**config.mk**
```make
export PLATFORM = sky130hd
export DESIGN_NAME = gpio_bank
export DESIGN_NICKNAME = d
export VERILOG_FILES = /design/src/rtl/gpio_bank.sv
export SDC_FILE = /design/constraint.sdc
export NUM_CORES = 1
export LEC_CHECK = 0
export ABC_AREA = 1
export CAP_MARGIN = 20
export CORE_UTILIZATION = 50
export DETAILED_ROUTE_END_ITERATION = 7
export PLACE_DENSITY = 0.76
export SYNTH_ARGS = -nofsm -noshare
export SYNTH_HDL_FRONTEND = slang
export SYNTH_SLANG_ARGS = --single-unit
```
**constraint.sdc**
```tcl
create_clock -name clk -period 1.35 [get_ports clk]
set_input_delay 0.135 -clock clk [delete_from_list [all_inputs] [get_ports clk]]
set_output_delay 0.135 -clock clk [all_outputs]
set_load 0.05 [all_outputs]
```
**src/rtl/gpio_bank.sv**
```systemverilog
// Multi-channel GPIO bank: per-pin OUT/DIR/IEN, atomic set/clear, synchronised
// inputs, sticky rise/fall capture with W1C, and a registered interrupt.
module gpio_bank #(
    parameter int WIDTH       = 8,
    parameter int CHANNELS    = 2,
    parameter int SYNC_STAGES = 2
) (
    input  logic                         clk,
    input  logic                         rst_n,
    input  logic                         wen,
    input  logic [7:0]                   waddr,
    input  logic [WIDTH-1:0]             wdata,
    input  logic                         ren,
    input  logic [7:0]                   raddr,
    output logic [WIDTH-1:0]             rdata,
    input  logic [CHANNELS*WIDTH-1:0]    phyin,
    output logic [CHANNELS*WIDTH-1:0]    phyout,
    output logic [CHANNELS*WIDTH-1:0]    phyoe,
    output logic                         irq
);

    localparam int N = CHANNELS * WIDTH;

    localparam logic [2:0] REG_OUT  = 3'd0;
    localparam logic [2:0] REG_IN   = 3'd1;
    localparam logic [2:0] REG_DIR  = 3'd2;
    localparam logic [2:0] REG_IEN  = 3'd3;
    localparam logic [2:0] REG_RISE = 3'd4;
    localparam logic [2:0] REG_FALL = 3'd5;
    localparam logic [2:0] REG_SET  = 3'd6;
    localparam logic [2:0] REG_CLR  = 3'd7;

    localparam logic [2:0] PRIME_DONE = 3'(SYNC_STAGES + 1);

    logic [N-1:0] out_q, out_d;
    logic [N-1:0] dir_q, dir_d;
    logic [N-1:0] ien_q, ien_d;
    logic [N-1:0] rise_q, rise_d;
    logic [N-1:0] fall_q, fall_d;
    logic [N-1:0] rise_clr, fall_clr;
    logic [N-1:0] prev_q;
    logic [SYNC_STAGES-1:0][N-1:0] sync_q;
    logic [N-1:0] sync_in;
    logic [2:0]   prime_q;
    logic         capture_en;
    logic [WIDTH-1:0] rdata_q, rdata_d;
    logic         irq_q;

    // Byte-lane bits of the offset carry no meaning for word registers.
    logic unused_addr_lsbs;
    assign unused_addr_lsbs = ^{waddr[1:0], raddr[1:0]};

    assign sync_in    = sync_q[SYNC_STAGES-1];
    assign capture_en = (prime_q == PRIME_DONE);

    // Bus strobes: wen/ren are single-cycle qualifiers with no back-pressure;
    // a write commits on the edge it is sampled, a read answers one cycle later.
    always_comb begin
        out_d    = out_q;
        dir_d    = dir_q;
        ien_d    = ien_q;
        rise_clr = '0;
        fall_clr = '0;
        for (int c = 0; c < CHANNELS; c++) begin
            if (wen && (waddr[7:5] == 3'(c))) begin
                case (waddr[4:2])
                    REG_OUT:  out_d[c*WIDTH +: WIDTH]    = wdata;
                    REG_DIR:  dir_d[c*WIDTH +: WIDTH]    = wdata;
                    REG_IEN:  ien_d[c*WIDTH +: WIDTH]    = wdata;
                    REG_RISE: rise_clr[c*WIDTH +: WIDTH] = wdata;
                    REG_FALL: fall_clr[c*WIDTH +: WIDTH] = wdata;
                    REG_SET:  out_d[c*WIDTH +: WIDTH]    = out_q[c*WIDTH +: WIDTH] | wdata;
                    REG_CLR:  out_d[c*WIDTH +: WIDTH]    = out_q[c*WIDTH +: WIDTH] & ~wdata;
                    default:  ;
                endcase
            end
        end
        // A fresh edge overrides a same-cycle W1C so no event is dropped.
        rise_d = (rise_q & ~rise_clr) | (capture_en ? (sync_in & ~prev_q) : '0);
        fall_d = (fall_q & ~fall_clr) | (capture_en ? (~sync_in & prev_q) : '0);
    end

    always_comb begin
        rdata_d = '0;
        for (int c = 0; c < CHANNELS; c++) begin
            if (ren && (raddr[7:5] == 3'(c))) begin
                case (raddr[4:2])
                    REG_OUT:  rdata_d = out_q[c*WIDTH +: WIDTH];
                    REG_IN:   rdata_d = sync_in[c*WIDTH +: WIDTH];
                    REG_DIR:  rdata_d = dir_q[c*WIDTH +: WIDTH];
                    REG_IEN:  rdata_d = ien_q[c*WIDTH +: WIDTH];
                    REG_RISE: rdata_d = rise_q[c*WIDTH +: WIDTH];
                    REG_FALL: rdata_d = fall_q[c*WIDTH +: WIDTH];
                    default:  rdata_d = '0;
                endcase
            end
        end
    end

    always_ff @(posedge clk or negedge rst_n) begin
        if (!rst_n) begin
            sync_q <= '0;
            prev_q <= '0;
        end else begin
            sync_q <= {sync_q[SYNC_STAGES-2:0], phyin};
            prev_q <= sync_in;
        end
    end

    // Edge capture stays off until the synchroniser holds real pad levels.
    always_ff @(posedge clk or negedge rst_n) begin
        if (!rst_n) begin
            prime_q <= '0;
        end else if (!capture_en) begin
            prime_q <= prime_q + 3'd1;
        end
    end

    always_ff @(posedge clk or negedge rst_n) begin
        if (!rst_n) begin
            out_q   <= '0;
            dir_q   <= '0;
            ien_q   <= '0;
            rise_q  <= '0;
            fall_q  <= '0;
            rdata_q <= '0;
            irq_q   <= 1'b0;
        end else begin
            out_q   <= out_d;
            dir_q   <= dir_d;
            ien_q   <= ien_d;
            rise_q  <= rise_d;
            fall_q  <= fall_d;
            rdata_q <= rdata_d;
            irq_q   <= |((rise_q | fall_q) & ien_q);
        end
    end

    assign rdata  = rdata_q;
    assign phyout = out_q;
    assign phyoe  = dir_q;
    assign irq    = irq_q;

endmodule

```
==> results.ini, run 1 <==
[final_layout]
multi_input_area_um2=2510
most-common-layout-cells=175 x nand2_1, 140 x dfrtp_1, 93 x nand3_1
finalNetCount=925
syn2layout_area_growth_pct=43.2
design_area_um2=9030
seq_area_um2=3500
n_antenna_cell=0
final_util_pct=74.3
drive_above_1_share_pct=19.3
nFillCells=866
final_common_cell=nand2_1

[worst_setup_path]
r2r_slack_ns=0.05
critical_path_depth=5
required_ns=1.65
critPathArrivalTime_ns=1.61
crit_end=fall_q[14]
crit_start=prime_q[0]
r2r.worst_path.cells=5
slowest_delay_ns=0.39
path_class=register to register
startpoint_type=register
crit_path_top_delay_cell=dfrtp_1
cp.buffers_inverters=1
critPathMaxFanout=12
path_cells=ha_1, ha_2, buf_4, nand3_1, nand2_1
crit_family=adder cells
reg2reg_to=fall_q[14]
endpoint_kind=register
r2r-start=prime_q[0]

[timing]
worst_clock_skew_ns=0.00829
worstMarginPinSlew_ns=0.416
fin_crit_sh_pct=96.4
slew_violations=0
whs_ns=0.146
rsz0062_at_grt=false
fmax_mhz=768
post-route-min-period_ns=1.30
setup_tns_ns=0
hold_viol_final=0
relSlewSlack_pct=72.3
finalSetupViolations=0

[drt]
antenna_left=0
finalWirelength_um=20700
drtIter0Drc=670
vias_per_cell=5.77
dr.pass1.iters=5
routedWlPerCell_um=19.6
route.vias.total=6119
drc_errors=0

[pwr]
p_sw_mw=4.07
p_seq_share_pct=38.9
fin_total_pwr_mw=13.1
p_leak_nw=4.21
clkPwrFrac_pct=38.8
power_frac_comb_pct=22.2
p_int_mw=9.06
irDropWorstVdd_mv=1.02
power_per_cell_area_nw_per_um2=1450
swShare_pct=31.0

[synth]
synth_cells=741
synth_fp_nets=787
synth_seq_cells=140
synth_top_cell_area_share_pct=55.5
synth_area_leaders=dfrtp_1 56%, nand2_1 10%, nand3_1 7.5%
ys.flop_type=dfrtp_1
synth_top_area_cell=dfrtp_1
synthesis.area_um2=6310
ys_types=25
yosysSeqAreaShare_pct=55.5
synth_edf_count=0
ys_warn_count=0
synth-async-reset-ratio_pct=100
synth.avg_cell_area_um2=8.51

[die]
die_h_um=114
start_util_pct=51.9
num_rows=40
dieWidth_um=114
fp.coreArea_um2=12200
ios=85
dieArea_um2=13100

[global_routing]
overflow=0
track_usage_pct=34.2
grt_pass1_vias=6383
grt_first_pass_wirelength_um=33200
grt_max_degree=46
antenna_found_initial=0

[clock_tree]
htree_num_levels=4
clkTransAtPathRegs_ns=0.06
tritoncts=built
clk_latency_ns=0.43
cts_buffers=17
cts.sinks=140
cts_buffer_depth=2
clockRootBuffer=clkbuf_16

[place]
dp_hpwl_um=14900
postPlaceCellArea_um2=8270
port-buffer-count=80
gp_congestion=0.942

[job]
max-cap-violations=0

[hold_path]
hp-class=input pin to register

[outcome]
outcome=completed

-- worst register-to-register path, delay by kind of cell, from the launching register on --
kind / cells / cell delay (ns)
adders and majority gates: 2 / 0.40
buffers and inverters: 1 / 0.19
DFF: 1 / 0.39
and+or+nand+nor: 2 / 0.21
-- how the worst min path moves through the flow --
stage,slack (ns),start,cells after the start,endpoint
2_1_floorplan,-0.16,rst_n,0,fall_q[0]
3_3_place_gp,0.07,rst_n,1,prev_q[6]
3_5_place_dp,0.08,rst_n,1,sync_q[6]
4_1_cts,0.14,phyin[12],1,sync_q[12]
5_1_grt,0.14,phyin[7],1,sync_q[7]
6_report,0.15,phyin[7],1,sync_q[7]
-- cell families (layout without fill, tap and decap cells) --
logic type,Yosys count,count (layout),share of synthesized area (%)
simple gates,380,380,27.5
flops,140,140,55.5
compound gates,125,125,10.6
buf+inv,93,244,5.83
fa+ha+maj,2,2,0.397
xor+xnor,1,1,0.139
-- Yosys cell counts, types with 2 or more instances --
cell type  number
nand2_1       176
dfrtp_1       140
nand3_1        95
o21ai_0        80
inv_1          58
nand4_1        48
nor2_1         48
a21oi_1        26
clkbuf_1       18
o31ai_1        16
buf_2          12
clkinv_1        3
nand2_2         3
o21ai_1         3
ha_1            2
nand3_2         2
nor2_4          2
nor3_1          2
-- stage by stage --
step | worst slack [ns] | std cells
finish | 0.0481 | 1060
global route | 0.00294 | 1060
CTS | -0.00531 | 1059
detailed placement | -0.389 | 1025
global placement | -0.340 | 1025
floorplan | 0.0280 | 741
-- power groups by stage --
stage               sequential [mW]  clock (mW)  combinational, mW
floorplan                      5.65           0              0.654
global placement               5.17           0               2.82
detailed placement             5.16           0               2.89
CTS                            5.10        5.13               2.91
global route                   5.15        5.30               3.10
finish                         5.11        5.10               2.92
-- per-layer routing --
layer,routed length [um],up-vias,track usage [%]
li1,-,2788,-
met1,8080,2989,41.1
met3,1290,62,7.41
met4,757,0,14.4
met5,0,-,0
met2,10600,280,59.4
-- sequential cells by signal, summed over array words and instances, names as in the netlist --
signal,cells
ien_q,16
prev_q,16
phyout,16
rise_q,16
prime_q,3
sync_in,16
fall_q,16
rdata,8
phyoe,16
sync_q,16
irq,1
-- final cells by class --
type	count	share of cell area, %
clock buffers	18	4.86
clock inverters	14	2.26
inverters	62	2.62
multi-input cells	508	27.8
flip-flops and latches	140	38.8
well taps	168	2.33
repair buffers	150	21.3
-- repair_timing --
| action | CTS | global route |
|---|---|---|
| setup buffers | 1 | 1 |
| resized for setup | 6 | 29 |
| hold buffers | 1 | 0 |
| endpoints found under the hold margin | 52 | 0 |
| cloned | 0 | 0 |
| endpoints found under the setup margin | 8 | 36 |
Note: power is estimated with default switching activity, not from simulation.
==> inputs of run 2 (changes only) <==
Settings changed: CTS_CLUSTER_DIAMETER set to 80, SKIP_LAST_GASP set to 1.
==> run 2 against run 1 <==
- the flow now finishes with violations (setup timing)
- first-iteration DRC count did not move
- sequential share of layout area barely moved
- worst hold slack got worse by 0.00050 ns
- setup slack got worse by 0.050 ns
- global-route usage did not move
- cell count did not move
- critical endpoint is now rise_q[10]
- largest cell class unchanged
- largest power group unchanged
==> results.ini, run 2 (synthesized netlist as in run 1, its figures left out) <==
[pwr]
p_leak_nw=4.20
power_per_cell_area_nw_per_um2=1450
p_sw_mw=4.07
p_seq_share_pct=38.9
swShare_pct=31.0
irDropWorstVdd_mv=1.02
fin_total_pwr_mw=13.1
power_frac_comb_pct=22.2
p_int_mw=9.06
clkPwrFrac_pct=38.8

[drt]
drc_errors=0
finalWirelength_um=20700
antenna_left=0
drtIter0Drc=670
vias_per_cell=5.77
route.vias.total=6119
dr.pass1.iters=5
routedWlPerCell_um=19.5

[worst_setup_path]
r2r.worst_path.cells=5
r2r_slack_ns=-0.002
critPathArrivalTime_ns=1.67
crit_path_top_delay_cell=dfrtp_1
endpoint_kind=register
path_class=register to register
slowest_delay_ns=0.36
required_ns=1.67
critPathMaxFanout=17
path_cells=ha_1, ha_2, clkinv_1, buf_12, o31ai_1
startpoint_type=register

[global_routing]
grt_pass1_vias=6383
grt_max_degree=46
grt_first_pass_wirelength_um=33200
antenna_found_initial=0
overflow=0
track_usage_pct=34.2

[outcome]
outcome=finished with violations
violations=setup timing

[clock_tree]
cts_buffer_depth=2
clockRootBuffer=clkbuf_16
clk_latency_ns=0.43
htree_num_levels=4
cts_buffers=17
clkTransAtPathRegs_ns=0.06
tritoncts=built
cts.sinks=140

[timing]
worst_clock_skew_ns=0.00829
relSlewSlack_pct=72.3
setup_slack_ns=-0.00170
setup_tns_ns=-0.00170
hold_viol_final=0
worstMarginPinSlew_ns=0.416
rsz0062_at_grt=true
fin_crit_sh_pct=100
fmax_mhz=740
post-route-min-period_ns=1.35
finalSetupViolations=1
slew_violations=0

[final_layout]
n_antenna_cell=0
drive_above_1_share_pct=19.2
most-common-layout-cells=175 x nand2_1, 140 x dfrtp_1, 93 x nand3_1
design_area_um2=9030
syn2layout_area_growth_pct=43.2
final_common_cell=nand2_1
fin_cells=1060
finalNetCount=925

[place]
dp.cells=1025
dp_hpwl_um=14900
port-buffer-count=80
gp_congestion=0.942
postPlaceCellArea_um2=8270

[hold_path]
hp-class=input pin to register
holdPathStages=1

[die]
dieArea_um2=13100
die_h_um=114
start_util_pct=51.9
num_rows=40
dieWidth_um=114
fp.coreArea_um2=12200
ios=85

[job]
max-cap-violations=0

-- run 2: cell types whose count changed in the layout (fill, tap and decap cells not counted) --
cell	previous run	this run
dlymetal6s2s_1	2	1
inv_2	3	2
clkdlybuf4s50_1	36	37
clkinv_1	1	2
-- run 2: final timing paths --
| path | from | to |
|---|---|---|
| min in group asynchronous | rst_n | prev_q[6] |
| hold / removal | phyin[7] | sync_q[7] |
| max in group asynchronous | rst_n | ien_q[2] |
| setup / recovery | prime_q[0] | rise_q[10] |
| hold reg to reg | sync_q[8] | sync_in[8] |
| setup reg to reg | prime_q[0] | rise_q[10] |
-- run 2: layout make-up --
class,count,area [um^2]
Timing Repair Buffer,150,1920
Sequential cell,140,3500
Tap cell,168,210
Inverter,62,236
Clock buffer,18,439
Fill cell,867,3130
Clock inverter,14,204
Multi-Input combinational cell,508,2510
-- run 2: metrics by stage --
stage	hold slack, ns	setup WS (ns)	utilization [%]
after floorplan	-0.161	0.0280	-
after global placement	0.0689	-0.340	68.0
after detailed placement	0.0755	-0.389	68.0
after CTS	0.143	-0.00531	73.6
after global routing	0.138	-0.0362	74.2
final	0.146	-0.00170	74.2
-- run 2: worst max-delay path: cells and delay by family (launching register included) --
| family | cells | cell delay [ns] |
|---|---|---|
| flops | 1 | 0.36 |
| fa+ha+maj | 2 | 0.35 |
| compound gates | 1 | 0.26 |
| buf+inv | 2 | 0.28 |
-- run 2: power by group through the flow --
| stage | clock (mW) | sequential [mW] | combinational [mW] |
|---|---|---|---|
| 3_3_place_gp | 0 | 5.17 | 2.82 |
| 2_1_floorplan | 0 | 5.65 | 0.654 |
| 6_report | 5.10 | 5.11 | 2.92 |
| 5_1_grt | 5.30 | 5.15 | 3.10 |
| 4_1_cts | 5.13 | 5.10 | 2.91 |
| 3_5_place_dp | 0 | 5.16 | 2.89 |
-- run 2: metal layers --
| metal | GRT usage, % | part of all wire (%) |
|---|---|---|
| met4 | 14.4 | 3.7 |
| met2 | 59.4 | 51 |
| met1 | 41.1 | 39 |
| met3 | 7.41 | 6.1 |
| met5 | 0 | 0 |
-- run 2: what timing repair did --
action                                  in CTS  in global routing
setup buffers                                1                  1
endpoints found under the hold margin       52                  0
gates resized for setup                      6                 27
endpoints found under the setup margin       8                 36
hold buffers                                 1                  0
==> inputs of run 3 (changes only) <==
Settings changed: CTS_CLUSTER_SIZE set to 20.
==> results of run 3 <==
No change in the layout: final DEF, timing and power equal those of run 2.
